[src/rtl/mem_req_arbiter_pkg.sv]
// mem_req_arbiter_pkg
//  Shared types and constants for the memctrl request arbiter:
//   arb_state_e : arbiter FSM states (IDLE, BUSY, DRAIN, GAP)
//   owner_e     : owner of the in-flight transaction (NONE, IF, LD, ST)
//   mc_req_t    : registered request presented to memctrl
//   LEN_*       : byte-count encodings used on ld_len/st_len/mc_len
//   zext_len    : zero-extends returned read data to the requested size
package mem_req_arbiter_pkg;

  typedef enum logic [1:0] {
    ARB_IDLE  = 2'd0,
    ARB_BUSY  = 2'd1,
    ARB_DRAIN = 2'd2,
    ARB_GAP   = 2'd3
  } arb_state_e;

  typedef enum logic [1:0] {
    OWN_NONE = 2'd0,
    OWN_IF   = 2'd1,
    OWN_LD   = 2'd2,
    OWN_ST   = 2'd3
  } owner_e;

  localparam logic [2:0] LEN_B = 3'd1;
  localparam logic [2:0] LEN_H = 3'd2;
  localparam logic [2:0] LEN_W = 3'd4;

  typedef struct packed {
    logic        rd;
    logic        wr;
    logic [31:0] addr;
    logic [31:0] wdata;
    logic [2:0]  len;
  } mc_req_t;

  // memctrl returns the addressed bytes in the low lanes; upper lanes are
  // don't-care for sub-word reads and get cleared here.
  function automatic logic [31:0] zext_len(input logic [31:0] d, input logic [2:0] len);
    logic [31:0] r;
    case (len)
      LEN_B:   r = {24'd0, d[7:0]};
      LEN_H:   r = {16'd0, d[15:0]};
      default: r = d;
    endcase
    return r;
  endfunction

endpackage

[src/rtl/mem_req_arbiter_prio.sv]
// arb_prio_sel
//  Combinational pick of one requester: st > ld > if, except that a pending
//  fetch wins outright once it has been starved to the limit.
//  Ports:
//   if_req/ld_req/st_req in  : qualified requests (flush already applied)
//   starve_hit           in  : starvation counter has reached its limit
//   gnt                  out : selected owner (OWN_NONE if nothing pending)
//   if_lost              out : a fetch was pending but someone else won
module arb_prio_sel
  import mem_req_arbiter_pkg::*;
(
  input  logic   if_req,
  input  logic   ld_req,
  input  logic   st_req,
  input  logic   starve_hit,
  output owner_e gnt,
  output logic   if_lost
);

  always_comb begin
    gnt = OWN_NONE;
    if (if_req && starve_hit) gnt = OWN_IF;
    else if (st_req)          gnt = OWN_ST;
    else if (ld_req)          gnt = OWN_LD;
    else if (if_req)          gnt = OWN_IF;
    if_lost = if_req && (gnt != OWN_IF);
  end

endmodule

[src/rtl/mem_req_arbiter.sv]
// mem_req_arbiter
//  Shares memctrl's single request port among instruction fetch, load and
//  store. At most one transaction is in flight. Grants are registered, so
//  mc_read/mc_write rise the cycle after the IDLE decision. Completion data
//  is steered back to the owner; a flush cancels fetch/load results, but an
//  issued read cannot be aborted, so it is drained silently.
//  Ports:
//   clk_in, rst_in (sync, active-high), rdy_in (low = freeze all state)
//   clear_in                    : flush of speculative fetch/load
//   if_req/if_addr -> if_done/if_data
//   ld_req/ld_addr/ld_len -> ld_done/ld_data (zero-extended)
//   st_req/st_addr/st_data/st_len -> st_done
//   mc_read/mc_write/mc_addr/mc_wdata/mc_len -> memctrl, mc_done/mc_rdata <- memctrl
module mem_req_arbiter
  import mem_req_arbiter_pkg::*;
#(
  parameter int STARVE_LIMIT = 4,
  parameter int CNT_W        = 3
) (
  input  logic        clk_in,
  input  logic        rst_in,
  input  logic        rdy_in,
  input  logic        clear_in,
  input  logic        if_req,
  input  logic [31:0] if_addr,
  output logic        if_done,
  output logic [31:0] if_data,
  input  logic        ld_req,
  input  logic [31:0] ld_addr,
  input  logic [2:0]  ld_len,
  output logic        ld_done,
  output logic [31:0] ld_data,
  input  logic        st_req,
  input  logic [31:0] st_addr,
  input  logic [31:0] st_data,
  input  logic [2:0]  st_len,
  output logic        st_done,
  output logic        mc_read,
  output logic        mc_write,
  output logic [31:0] mc_addr,
  output logic [31:0] mc_wdata,
  output logic [2:0]  mc_len,
  input  logic        mc_done,
  input  logic [31:0] mc_rdata
);

  localparam logic [CNT_W-1:0] STARVE_MAX = CNT_W'(STARVE_LIMIT);

  arb_state_e       state_q, state_d;
  owner_e           owner_q, owner_d;
  logic [CNT_W-1:0] starve_cnt_q, starve_cnt_d;
  mc_req_t          mc_q, mc_d;
  logic             if_done_q, if_done_d;
  logic             ld_done_q, ld_done_d;
  logic             st_done_q, st_done_d;
  logic [31:0]      if_data_q, if_data_d;
  logic [31:0]      ld_data_q, ld_data_d;

  // A flush makes this cycle's fetch/load requests stale; stores are
  // committed and stay eligible.
  logic   if_vld, ld_vld, if_lost;
  owner_e gnt;

  assign if_vld = if_req && !clear_in;
  assign ld_vld = ld_req && !clear_in;

  arb_prio_sel u_prio (
    .if_req     (if_vld),
    .ld_req     (ld_vld),
    .st_req     (st_req),
    .starve_hit (starve_cnt_q == STARVE_MAX),
    .gnt        (gnt),
    .if_lost    (if_lost)
  );

  always_comb begin
    state_d      = state_q;
    owner_d      = owner_q;
    starve_cnt_d = starve_cnt_q;
    mc_d         = mc_q;
    if_data_d    = if_data_q;
    ld_data_d    = ld_data_q;
    if_done_d    = 1'b0;
    ld_done_d    = 1'b0;
    st_done_d    = 1'b0;

    case (state_q)
      ARB_IDLE: begin
        if (gnt != OWN_NONE) begin
          state_d = ARB_BUSY;
          owner_d = gnt;
          mc_d.rd = (gnt != OWN_ST);
          mc_d.wr = (gnt == OWN_ST);
          case (gnt)
            OWN_ST: begin
              mc_d.addr  = st_addr;
              mc_d.wdata = st_data;
              mc_d.len   = st_len;
            end
            OWN_LD: begin
              mc_d.addr = ld_addr;
              mc_d.len  = ld_len;
            end
            default: begin
              mc_d.addr = if_addr;
              mc_d.len  = LEN_W;
            end
          endcase
        end
        if (gnt == OWN_IF)
          starve_cnt_d = '0;
        else if (if_lost && starve_cnt_q != STARVE_MAX)
          starve_cnt_d = starve_cnt_q + CNT_W'(1);
      end

      ARB_BUSY: begin
        if (clear_in && owner_q != OWN_ST) begin
          // Read already issued: memctrl must finish it, result is dropped.
          if (mc_done) begin
            mc_d.rd = 1'b0;
            mc_d.wr = 1'b0;
            owner_d = OWN_NONE;
            state_d = ARB_GAP;
          end else begin
            state_d = ARB_DRAIN;
          end
        end else if (mc_done) begin
          mc_d.rd = 1'b0;
          mc_d.wr = 1'b0;
          owner_d = OWN_NONE;
          state_d = ARB_GAP;
          case (owner_q)
            OWN_IF: begin
              if_done_d = 1'b1;
              if_data_d = mc_rdata;
            end
            OWN_LD: begin
              ld_done_d = 1'b1;
              ld_data_d = zext_len(mc_rdata, mc_q.len);
            end
            OWN_ST:  st_done_d = 1'b1;
            default: ;
          endcase
        end
      end

      ARB_DRAIN: begin
        if (mc_done) begin
          mc_d.rd = 1'b0;
          mc_d.wr = 1'b0;
          owner_d = OWN_NONE;
          state_d = ARB_GAP;
        end
      end

      // One request-free cycle so memctrl's counters settle before the
      // next grant decision.
      ARB_GAP: begin
        owner_d = OWN_NONE;
        state_d = ARB_IDLE;
      end

      default: state_d = ARB_IDLE;
    endcase
  end

  // rdy_in low freezes every register, which also masks mc_done.
  always_ff @(posedge clk_in) begin
    if (rst_in) begin
      state_q      <= ARB_IDLE;
      owner_q      <= OWN_NONE;
      starve_cnt_q <= '0;
      mc_q         <= '0;
      if_done_q    <= 1'b0;
      ld_done_q    <= 1'b0;
      st_done_q    <= 1'b0;
      if_data_q    <= '0;
      ld_data_q    <= '0;
    end else if (rdy_in) begin
      state_q      <= state_d;
      owner_q      <= owner_d;
      starve_cnt_q <= starve_cnt_d;
      mc_q         <= mc_d;
      if_done_q    <= if_done_d;
      ld_done_q    <= ld_done_d;
      st_done_q    <= st_done_d;
      if_data_q    <= if_data_d;
      ld_data_q    <= ld_data_d;
    end
  end

  assign mc_read  = mc_q.rd;
  assign mc_write = mc_q.wr;
  assign mc_addr  = mc_q.addr;
  assign mc_wdata = mc_q.wdata;
  assign mc_len   = mc_q.len;
  assign if_done  = if_done_q;
  assign ld_done  = ld_done_q;
  assign st_done  = st_done_q;
  assign if_data  = if_data_q;
  assign ld_data  = ld_data_q;

endmodule

[config.mk]
export PLATFORM = sky130hd
export DESIGN_NAME = mem_req_arbiter
export DESIGN_NICKNAME = d
export VERILOG_FILES = /design/src/rtl/mem_req_arbiter_pkg.sv /design/src/rtl/mem_req_arbiter_prio.sv /design/src/rtl/mem_req_arbiter.sv
export SDC_FILE = /design/constraint.sdc
export NUM_CORES = 1
export LEC_CHECK = 0
export CORE_ASPECT_RATIO = 1.75
export CORE_MARGIN = 4
export CORE_UTILIZATION = 43
export CTS_CLUSTER_SIZE = 10
export DETAILED_ROUTE_END_ITERATION = 16
export HOLD_SLACK_MARGIN = 0.02
export PLACE_DENSITY_LB_ADDON = 0.1
export SLEW_MARGIN = 25
export SYNTH_ARGS = -nofsm -noshare
export SYNTH_HDL_FRONTEND = slang
export SYNTH_SLANG_ARGS = --single-unit
[constraint.sdc]
create_clock -name clk_in -period 4.3 [get_ports clk_in]
set_input_delay 0.86 -clock clk_in [delete_from_list [all_inputs] [get_ports clk_in]]
set_output_delay 0.86 -clock clk_in [all_outputs]
set_load 0.01 [all_outputs]
==> impl_metrics.toml, run 1 <==
[run_status]
outcome = "complete, no violations"

[timing]
worst_slew_pin_slew_ns = 0.8399
rsz0062_at_grt = "false"
relSlewSlack_pct = 44.01
period_share_pct = 73.83
setup_violations = 0
hold_viol_final = 0
min_period_ns = 3.175
clock-skew-final_ns = 0.01560
finalSetupTns_ns = 0
holdWs_ns = 0.4511
fmax_ghz = 0.3150
maxSlewViolCount = 0

[yosys]
synth_compound_area_share_pct = 25.14
yosysUniqueCellTypes = 46
yosys.area_share.simple_pct = 14.84
yosysTopAreaCellShare_pct = 46.96
synth_fa_ha_area_share_pct = 2.053
avgSynthCellArea_sq_um = 8.562
netlist_area_sq_um = 6096
synthTopCellsByArea = "dfxtp_1, a21oi_1, nand2_1"
yosysTopAreaCell = "dfxtp_1"
ys_ff_latch = 143
ys_seq_area_share_pct = 46.96
synthArstFlopShare_pct = 0
syn-num-nets = 896
synth_xor_xnor_area_share_pct = 0.1437
synth_top_family_by_area = "compound AO/OA/AOI/OAI gates"
synth_warnings = 0
muxShareOfSynthArea_pct = 5.419
synth_edf_count = 0
syn_inst = 712
synth-main-ff-cell = "dfxtp_1"

[drt]
dr.pass1.iters = 4
drc = 0
drtAntennaViolNets = 0
routed_wl_microns = 20870
via_count = 6297
drtIter0Drc = 331
via_per_inst = 5.332
avgRoutedWirePerCell_microns = 17.67

[global_routing]
grt.overflow.total = 0
antenna_found_initial = 1
grt_pass1_wl_microns = 31730
grt_max_degree = 76
first_global_vias = 6199
track_usage_pct = 24.52

[power]
p_int_w = 0.002576
ir_drop_v = 0.0003245
p_seq_share_pct = 40.3
power.switching_w = 0.0009178
powerDensity_nw_per_um2 = 354.5
clkPwrFrac_pct = 43.2
swShare_pct = 26.27
p_comb_share_pct = 16.5
p_leak_nw = 3.567

[floorplan]
core.rowCount = 57
die_x_microns = 98.01
die_y_microns = 165.5
ios = 310
die_area_sq_um = 16220
initial_core_util_pct = 43.83
core_area_sq_um = 13910

[critical_path]
cp.required_ns = 4.64
slowest_delay_ns = 0.76
critPathMaxFanout = 33
crit_slowest_cell = "ha_1"
arrival_ns = 3.51
r2r_slack_ns = 1.53
end_kind = "flop"
start_kind = "primary input"
path_cells = "clkdlybuf4s50_1 -> nand2b_1 -> o21bai_1 -> ha_1 -> and4b_1 -> buf_4 -> nand2_1 -> a21oi_1"
crit_type = "primary input to flop"

[clocking]
numCtsBuffers = 17
htree_levels = 4
post_cts.repair.setup_buffers = 0
cts_tree = "built"
path_clk_slew_ns = 0.06
root_buffer = "clkbuf_16"
clock-sinks = 143
postCtsHoldBufs = 0
clk_latency_ns = 0.42
cts.repair.resized = 0
cts_buffer_depth = 2

[layout]
multi_input_area_sq_um = 2907
syn2layout_area_growth_pct = 61.66
nets = 1174
fill_cells = 1146
drive_above_1_share_pct = 6.381
stdcell_area_sq_um = 9854
register_area_sq_um = 2863

[placed_design]
hpwl_microns = 15350
dpl_cell_area_sq_um = 9245
place_congestion = 0.8521
port_buffers = 309

[hold_path]
hold_class = "flop to flop"

[run]
drv_cap = 0
-- cells in the final DEF, fill, tap and decap left out, types with 10 or more instances in the layout --
| master | netlist | routed |
|---|---|---|
| a22oi_1 | 32 | 32 |
| nor3_1 | 12 | 12 |
| nand2_1 | 126 | 126 |
| a21oi_1 | 123 | 123 |
| o2111ai_1 | 16 | 16 |
| ha_1 | 10 | 10 |
| clkbuf_16 | 0 | 17 |
| dfxtp_1 | 143 | 143 |
| mux2i_1 | 33 | 33 |
| nand2b_1 | 13 | 12 |
| o21ai_0 | 60 | 60 |
| buf_4 | 3 | 15 |
| clkdlybuf4s50_1 | 0 | 308 |
-- state kept, by name, summed over array words and instances, names as in the netlist, 2 cells and up --
signal / count
if_data: 32
ld_data: 32
mc_addr: 32
mc_wdata: 32
mc_len: 3
starve_cnt_q: 3
owner_q: 2
state_q: 2
-- power groups by stage --
stage	Combinational (W)	Clock [W]	Sequential (W)
finish	0.000577	0.00151	0.00141
global route	0.000622	0.00159	0.00141
detailed placement	0.000576	0	0.00144
CTS	0.000580	0.00154	0.00141
floorplan	0.000218	0	0.00146
global placement	0.000575	0	0.00144
-- synthesized netlist by cell type (all sizes together) (2+ instances only) --
library cell and count:
nor2b 4, buf 28, o2111ai 16, nor3 12, a31oi 2, nand2b 13
nand3 4, mux2i 33, o21ai 60, dfxtp 143, a22o 2, a221oi 3
a21boi 3, a21oi 123, inv 9, nand3b 2, nand2 126, a22oi 32
nand4 8, and4b 3, nand4b 3, a32o 2, clkbuf 38, ha 10
nor2 7, a31o 8, a21bo 2, nor3b 3
-- routing by layer --
| metal | track usage (%) | routed length [microns] | up-vias | share of wire (%) |
|---|---|---|---|---|
| met5 | 0 | 0 | - | 0 |
| met4 | 9.578 | 497 | 0 | 2.4 |
| met1 | 25.11 | 7542 | 2938 | 36 |
| li1 | - | - | 3096 | - |
| met3 | 6.683 | 1379 | 25 | 6.6 |
| met2 | 46.71 | 11450 | 238 | 55 |
-- cells by family (layout without fill, tap and decap cells) --
logic type                 after synthesis  after routing
DFF                                    143            143
adders and majority gates               10             10
muxes                                   33             33
buffers and inverters                   75            366
xor gates and xnor gates                 1              1
other                                    0              1
and+or+nand+nor                        191            191
AOI/OAI and AO/OA                      259            259
-- path summary, 6_finish.rpt --
kind / from / endpoint / cells past startpoint
max reg2reg: starve_cnt_q[0] / mc_wdata[13] / 9
min: mc_wdata[27] / mc_wdata[27] / 2
max: clear_in / mc_wdata[13] / 8
min reg2reg: mc_wdata[27] / mc_wdata[27] / 2
-- critical path: cells and delay by family --
family / cells / cell delay, ns
buffers and inverters: 2 / 0.84
adder cells (fa/ha/maj): 1 / 0.76
AND/OR/NAND/NOR: 3 / 0.62
AO/OA/AOI/OAI: 2 / 0.43
-- final cells by class --
cell class	instances	share of cell area (%)
Timing Repair Buffer	325	32.68
Multi-Input combinational cell	494	29.49
Sequential cell	143	29.05
Clock buffer	18	4.457
Tap cell	177	2.247
Clock inverter	14	1.701
Inverter	9	0.3428
Antenna cell	1	0.02539
-- stage by stage --
stage | std cells | util, % | power (W) | worst slack (ns)
2_1_floorplan | 712 | - | 0.001676 | 1.772
3_3_place_gp | 1148 | 66.46 | 0.002011 | 0.7654
3_5_place_dp | 1148 | 66.48 | 0.002013 | 0.6739
4_1_cts | 1180 | 70.84 | 0.003524 | 1.090
5_1_grt | 1181 | 70.86 | 0.003621 | 0.8749
6_report | 1181 | 70.86 | 0.003494 | 1.125
(Power assumes the default switching activity.)
==> run 2, diff against run 1 <==
--- a/config.mk
+++ b/config.mk
@@ -7,7 +7,7 @@
 export LEC_CHECK = 0
 export CORE_ASPECT_RATIO = 1.75
 export CORE_MARGIN = 4
-export CORE_UTILIZATION = 43
+export CORE_UTILIZATION = 36
 export CTS_CLUSTER_SIZE = 10
 export DETAILED_ROUTE_END_ITERATION = 16
 export HOLD_SLACK_MARGIN = 0.02
==> constraint.sdc (replaced) <==
create_clock -name clk_in -period 2.9 [get_ports clk_in]
set_input_delay 0.58 -clock clk_in [delete_from_list [all_inputs] [get_ports clk_in]]
set_output_delay 0.58 -clock clk_in [all_outputs]
set_load 0.01 [all_outputs]
==> impl_metrics.toml, run 2 (same netlist as run 1, synthesis figures left out) <==
[critical_path]
cp.required_ns = 3.16
arrival_ns = 2.58
critPathMaxFanout = 35
end_kind = "flop"
crit_type = "primary input to flop"
start_kind = "primary input"

[timing]
finalSetupTns_ns = 0
relSlewSlack_pct = 40.55
min_period_ns = 2.321
clock-skew-final_ns = 0.02459
fmax_ghz = 0.4309
period_share_pct = 80.03
rsz0062_at_grt = "false"
setup_violations = 0
holdWs_ns = 0.4536
hold_viol_final = 0
worst_slew_pin_slew_ns = 0.8905
maxSlewViolCount = 0

[run]
drv_cap = 0

[placed_design]
port_buffers = 309
hpwl_microns = 16240
place_congestion = 0.8314

[clocking]
clock-sinks = 143
root_buffer = "clkbuf_16"
numCtsBuffers = 17
cts.repair.resized = 0
post_cts.repair.setup_buffers = 0
cts_tree = "built"
path_clk_slew_ns = 0.06
clk_latency_ns = 0.42
postCtsHoldBufs = 0
htree_levels = 4
cts_buffer_depth = 2

[power]
power_w = 0.005029
powerDensity_nw_per_um2 = 505.4
p_leak_nw = 3.589
ir_drop_v = 0.0003945

[floorplan]
ios = 310
core_area_sq_um = 16520
core.rowCount = 62
die_x_microns = 106.4
die_y_microns = 180.1
initial_core_util_pct = 36.89
die_area_sq_um = 19160

[layout]
final_common_cell = "clkdlybuf4s50_1"
final_util_pct = 60.22
syn2layout_area_growth_pct = 63.24
nets = 1184
final_cell_mix = "clkdlybuf4s50_1, dfxtp_1, nand2_1, a21oi_1, o21ai_0"
drive_above_1_share_pct = 7.206

[run_status]
outcome = "complete, no violations"

[global_routing]
grt.overflow.total = 0
grt_pass1_wl_microns = 34710
track_usage_pct = 22.67
antenna_found_initial = 4
first_global_vias = 6496
grt_max_degree = 76

[drt]
dr.pass1.iters = 4
drtIter0Drc = 278
drc = 0
via_count = 6344
via_per_inst = 5.112
drtAntennaViolNets = 0
routed_wl_microns = 22150
avgRoutedWirePerCell_microns = 17.85

[hold_path]
hold_class = "flop to flop"
[run 2: area by class of cell]
type,instances,area (sq um)
Clock buffer,18,429.2
Tap cell,224,280.3
Multi-Input combinational cell,494,2907
Clock inverter,14,120.1
Timing Repair Buffer,335,3308
Sequential cell,143,2863
Fill cell,1496,6573
Inverter,9,33.78
Antenna cell,4,10.01
[run 2: per-stage QoR]
stage | cells | worst slack (ns) | area (sq um)
floorplan | 712 | 0.6523 | 6096
global placement | 1205 | 0.2017 | 9392
detailed placement | 1205 | 0.1604 | 9392
CTS | 1237 | 0.5873 | 9941
global route | 1241 | 0.4013 | 9951
finish | 1241 | 0.5791 | 9951
[run 2: where the power goes]
part           total [W]  internal, W  switching (W)  leakage (nW)
sequential       0.00209      0.00204      0.0000468          1.16
clock            0.00206      0.00112       0.000936         0.263
combinational   0.000878     0.000467       0.000411          2.16
[run 2: critical path: stages]
cell	delay [ns]
clkdlybuf4s50_1	0.44
nand2b_1	0.18
o21bai_1	0.25
inv_1	0.10
ha_1	0.26
nand3b_1	0.17
buf_4	0.27
a221oi_1	0.25
nor3_1	0.07
[run 2: final timing paths]
kind	cells after the start	end	slack [ns]	startpoint
setup reg to reg	10	owner_q[0]	0.65	starve_cnt_q[0]
hold / removal	2	mc_wdata[24]	0.45	mc_wdata[24]
setup / recovery	9	mc_len[0]	0.58	clear_in
hold reg to reg	2	mc_wdata[24]	0.45	mc_wdata[24]
[run 2: routing by layer]
layer  vias up  wire length (microns)  GRT usage, %
li1       3112                      -             -
met1      2988                   8392         24.37
met2       211                  11750         40.41
met3        33                   1354         6.454
met4         0                    647         10.37
met5         -                      0             0
==> run 3, diff against run 2 <==
==> constraint.sdc (replaced) <==
create_clock -name clk_in -period 1.9 [get_ports clk_in]
set_input_delay 0.38 -clock clk_in [delete_from_list [all_inputs] [get_ports clk_in]]
set_output_delay 0.38 -clock clk_in [all_outputs]
set_load 0.01 [all_outputs]
==> impl_metrics.toml, run 3 (same netlist as run 1, synthesis figures left out) <==
[global_routing]
first_global_vias = 6533
grt.met2_usage_pct = 40.54
grt.overflow.total = 0
grt_pass1_wl_microns = 33720
track_usage_pct = 22.11
antenna_found_initial = 1
top_usage_layer = "met2"
grtUsageMet1_pct = 22.78
grt_max_degree = 83
gr-usage-met3_pct = 6.024

[timing]
hold_viol_final = 0
setup_violations = 68
rsz0062_at_grt = "true"
worst_slack_ns = -0.1262
holdWs_ns = 0.4515
relSlewSlack_pct = 73.65
fmax_ghz = 0.4935
min_period_ns = 2.026
worst_slew_pin_slew_ns = 0.3952
maxSlewViolCount = 0
clock-skew-final_ns = 0.01544
period_share_pct = 106.6

[placed_design]
placed_cells = 1233
hpwl_microns = 15980
place_congestion = 0.8383
port_buffers = 309
pre_cts_slack_ns = -0.7208

[drt]
dr.pass1.iters = 4
drtIter0Drc = 234
avgRoutedWirePerCell_microns = 17.37
drc = 0
via_per_inst = 5.037
routed_wl_microns = 22390
via_count = 6493
drtAntennaViolNets = 0

[layout]
syn2layout_area_growth_pct = 77.75
nets = 1235
fill_cells = 1406
register_area_sq_um = 2865
fin_cells = 1289
drive_above_1_share_pct = 16.07
final_cell_mix = "clkdlybuf4s50_1, dfxtp_1, a21oi_1, nand2_1, o21ai_0"
final_common_cell = "clkdlybuf4s50_1"
multi_input_area_sq_um = 3134

[critical_path]
r2r_start = "starve_cnt_q[0]"
cp.required_ns = 2.26
timing.rr.end = "mc_addr[14]"
crit_path_frequent_cell = "buf_6"
start_kind = "flop"
crit_slowest_cell = "dfxtp_2"
r2r_cells = 13
crit_family = "buffers and inverters"
crit_type = "flop to flop"
critPathMaxFanout = 5
arrival_ns = 2.38
path_cells = "inv_2 -> ha_4 -> a21boi_4 -> o21bai_4 -> buf_6 -> ha_4 -> buf_6 -> buf_6 -> nor2_4 -> buf_4 -> buf_6 -> a21oi_1 -> a21oi_1"
end_kind = "flop"
r2r_slack_ns = -0.13
crit_buf_inv = 6
slowest_delay_ns = 0.34

[floorplan]
core_area_sq_um = 16520
core.rowCount = 62
die_area_sq_um = 19160
ios = 310
die_x_microns = 106.4
initial_core_util_pct = 36.89
die_y_microns = 180.1

[clocking]
htree_levels = 4
cts_tree = "built"
clock-sinks = 143
postCtsHoldBufs = 0
cts_buffer_depth = 2
path_clk_slew_ns = 0.07
clk_latency_ns = 0.42
root_buffer = "clkbuf_16"
numCtsBuffers = 17

[power]
powerDensity_nw_per_um2 = 735.8
ir_drop_v = 0.0006448
power_w = 0.007972
p_leak_nw = 3.989

[hold_path]
holdPathStages = 3
hold_path_startpoint = "rst_in"
whs_endpoint = "if_data[4]"
hold_class = "primary input to flop"

[run_status]
outcome = "finished with violations"
violations = "setup timing"

[run]
drv_cap = 0
[run 3: cell type report]
| cell class | count | area share (%) |
|---|---|---|
| clock buffers | 19 | 3.995 |
| flip-flops and latches | 143 | 26.44 |
| repair buffers | 386 | 36.50 |
| diodes | 1 | 0.02309 |
| inverters | 9 | 0.3118 |
| well taps | 224 | 2.587 |
| multi-input cells | 494 | 28.93 |
| clock inverters | 13 | 1.212 |
[run 3: layer usage]
layer | wire length [microns] | vias up
met2 | 11880 | 246
met3 | 1445 | 40
met1 | 8212 | 2988
met4 | 849 | 0
li1 | - | 3219
met5 | 0 | -
[run 3: stage by stage]
| step | TNS, ns | util [%] | instance area [sq um] |
|---|---|---|---|
| CTS | -0.6146 | 64.57 | 10670 |
| global placement | -38.33 | 58.97 | 9743 |
| detailed placement | -42.79 | 58.97 | 9743 |
| global route | -10.38 | 65.58 | 10840 |
| floorplan | -0.4611 | - | 6166 |
| finish | -3.674 | 65.58 | 10840 |
[run 3: repair_timing]
item,in CTS,in global routing
resized for setup,50,29
endpoints found under the setup margin,73,71
buffers inserted,13,5
pin swaps,19,4
cloned,3,4
hold endpoints to repair,0,0
[run 3: worst register-to-register path, cell delays in order, from the launching register on]
cell	delay (ns)
dfxtp_2	0.34
inv_2	0.05
ha_4	0.17
a21boi_4	0.15
o21bai_4	0.08
buf_6	0.13
ha_4	0.15
buf_6	0.11
buf_6	0.11
nor2_4	0.21
buf_4	0.15
buf_6	0.11
a21oi_1	0.07
a21oi_1	0.13
[run 3: worst max-delay path by stage]
stage | from | to | slack (ns) | cells past startpoint
global route | starve_cnt_q[0] | mc_addr[1] | -0.22 | 12
floorplan | starve_cnt_q[0] | owner_q[1] | -0.01 | 11
CTS | starve_cnt_q[0] | mc_read | -0.05 | 10
global placement | clear_in | mc_addr[31] | -0.66 | 9
finish | starve_cnt_q[0] | mc_addr[14] | -0.13 | 13
detailed placement | clear_in | mc_addr[31] | -0.72 | 10
[run 3: power by group]
group	internal [W]	total (W)	switching (W)
registers	0.00312	0.00319	0.0000725
logic	0.000883	0.00157	0.000683
clock network	0.00183	0.00321	0.00138
total	0.00583	0.00797	0.00214
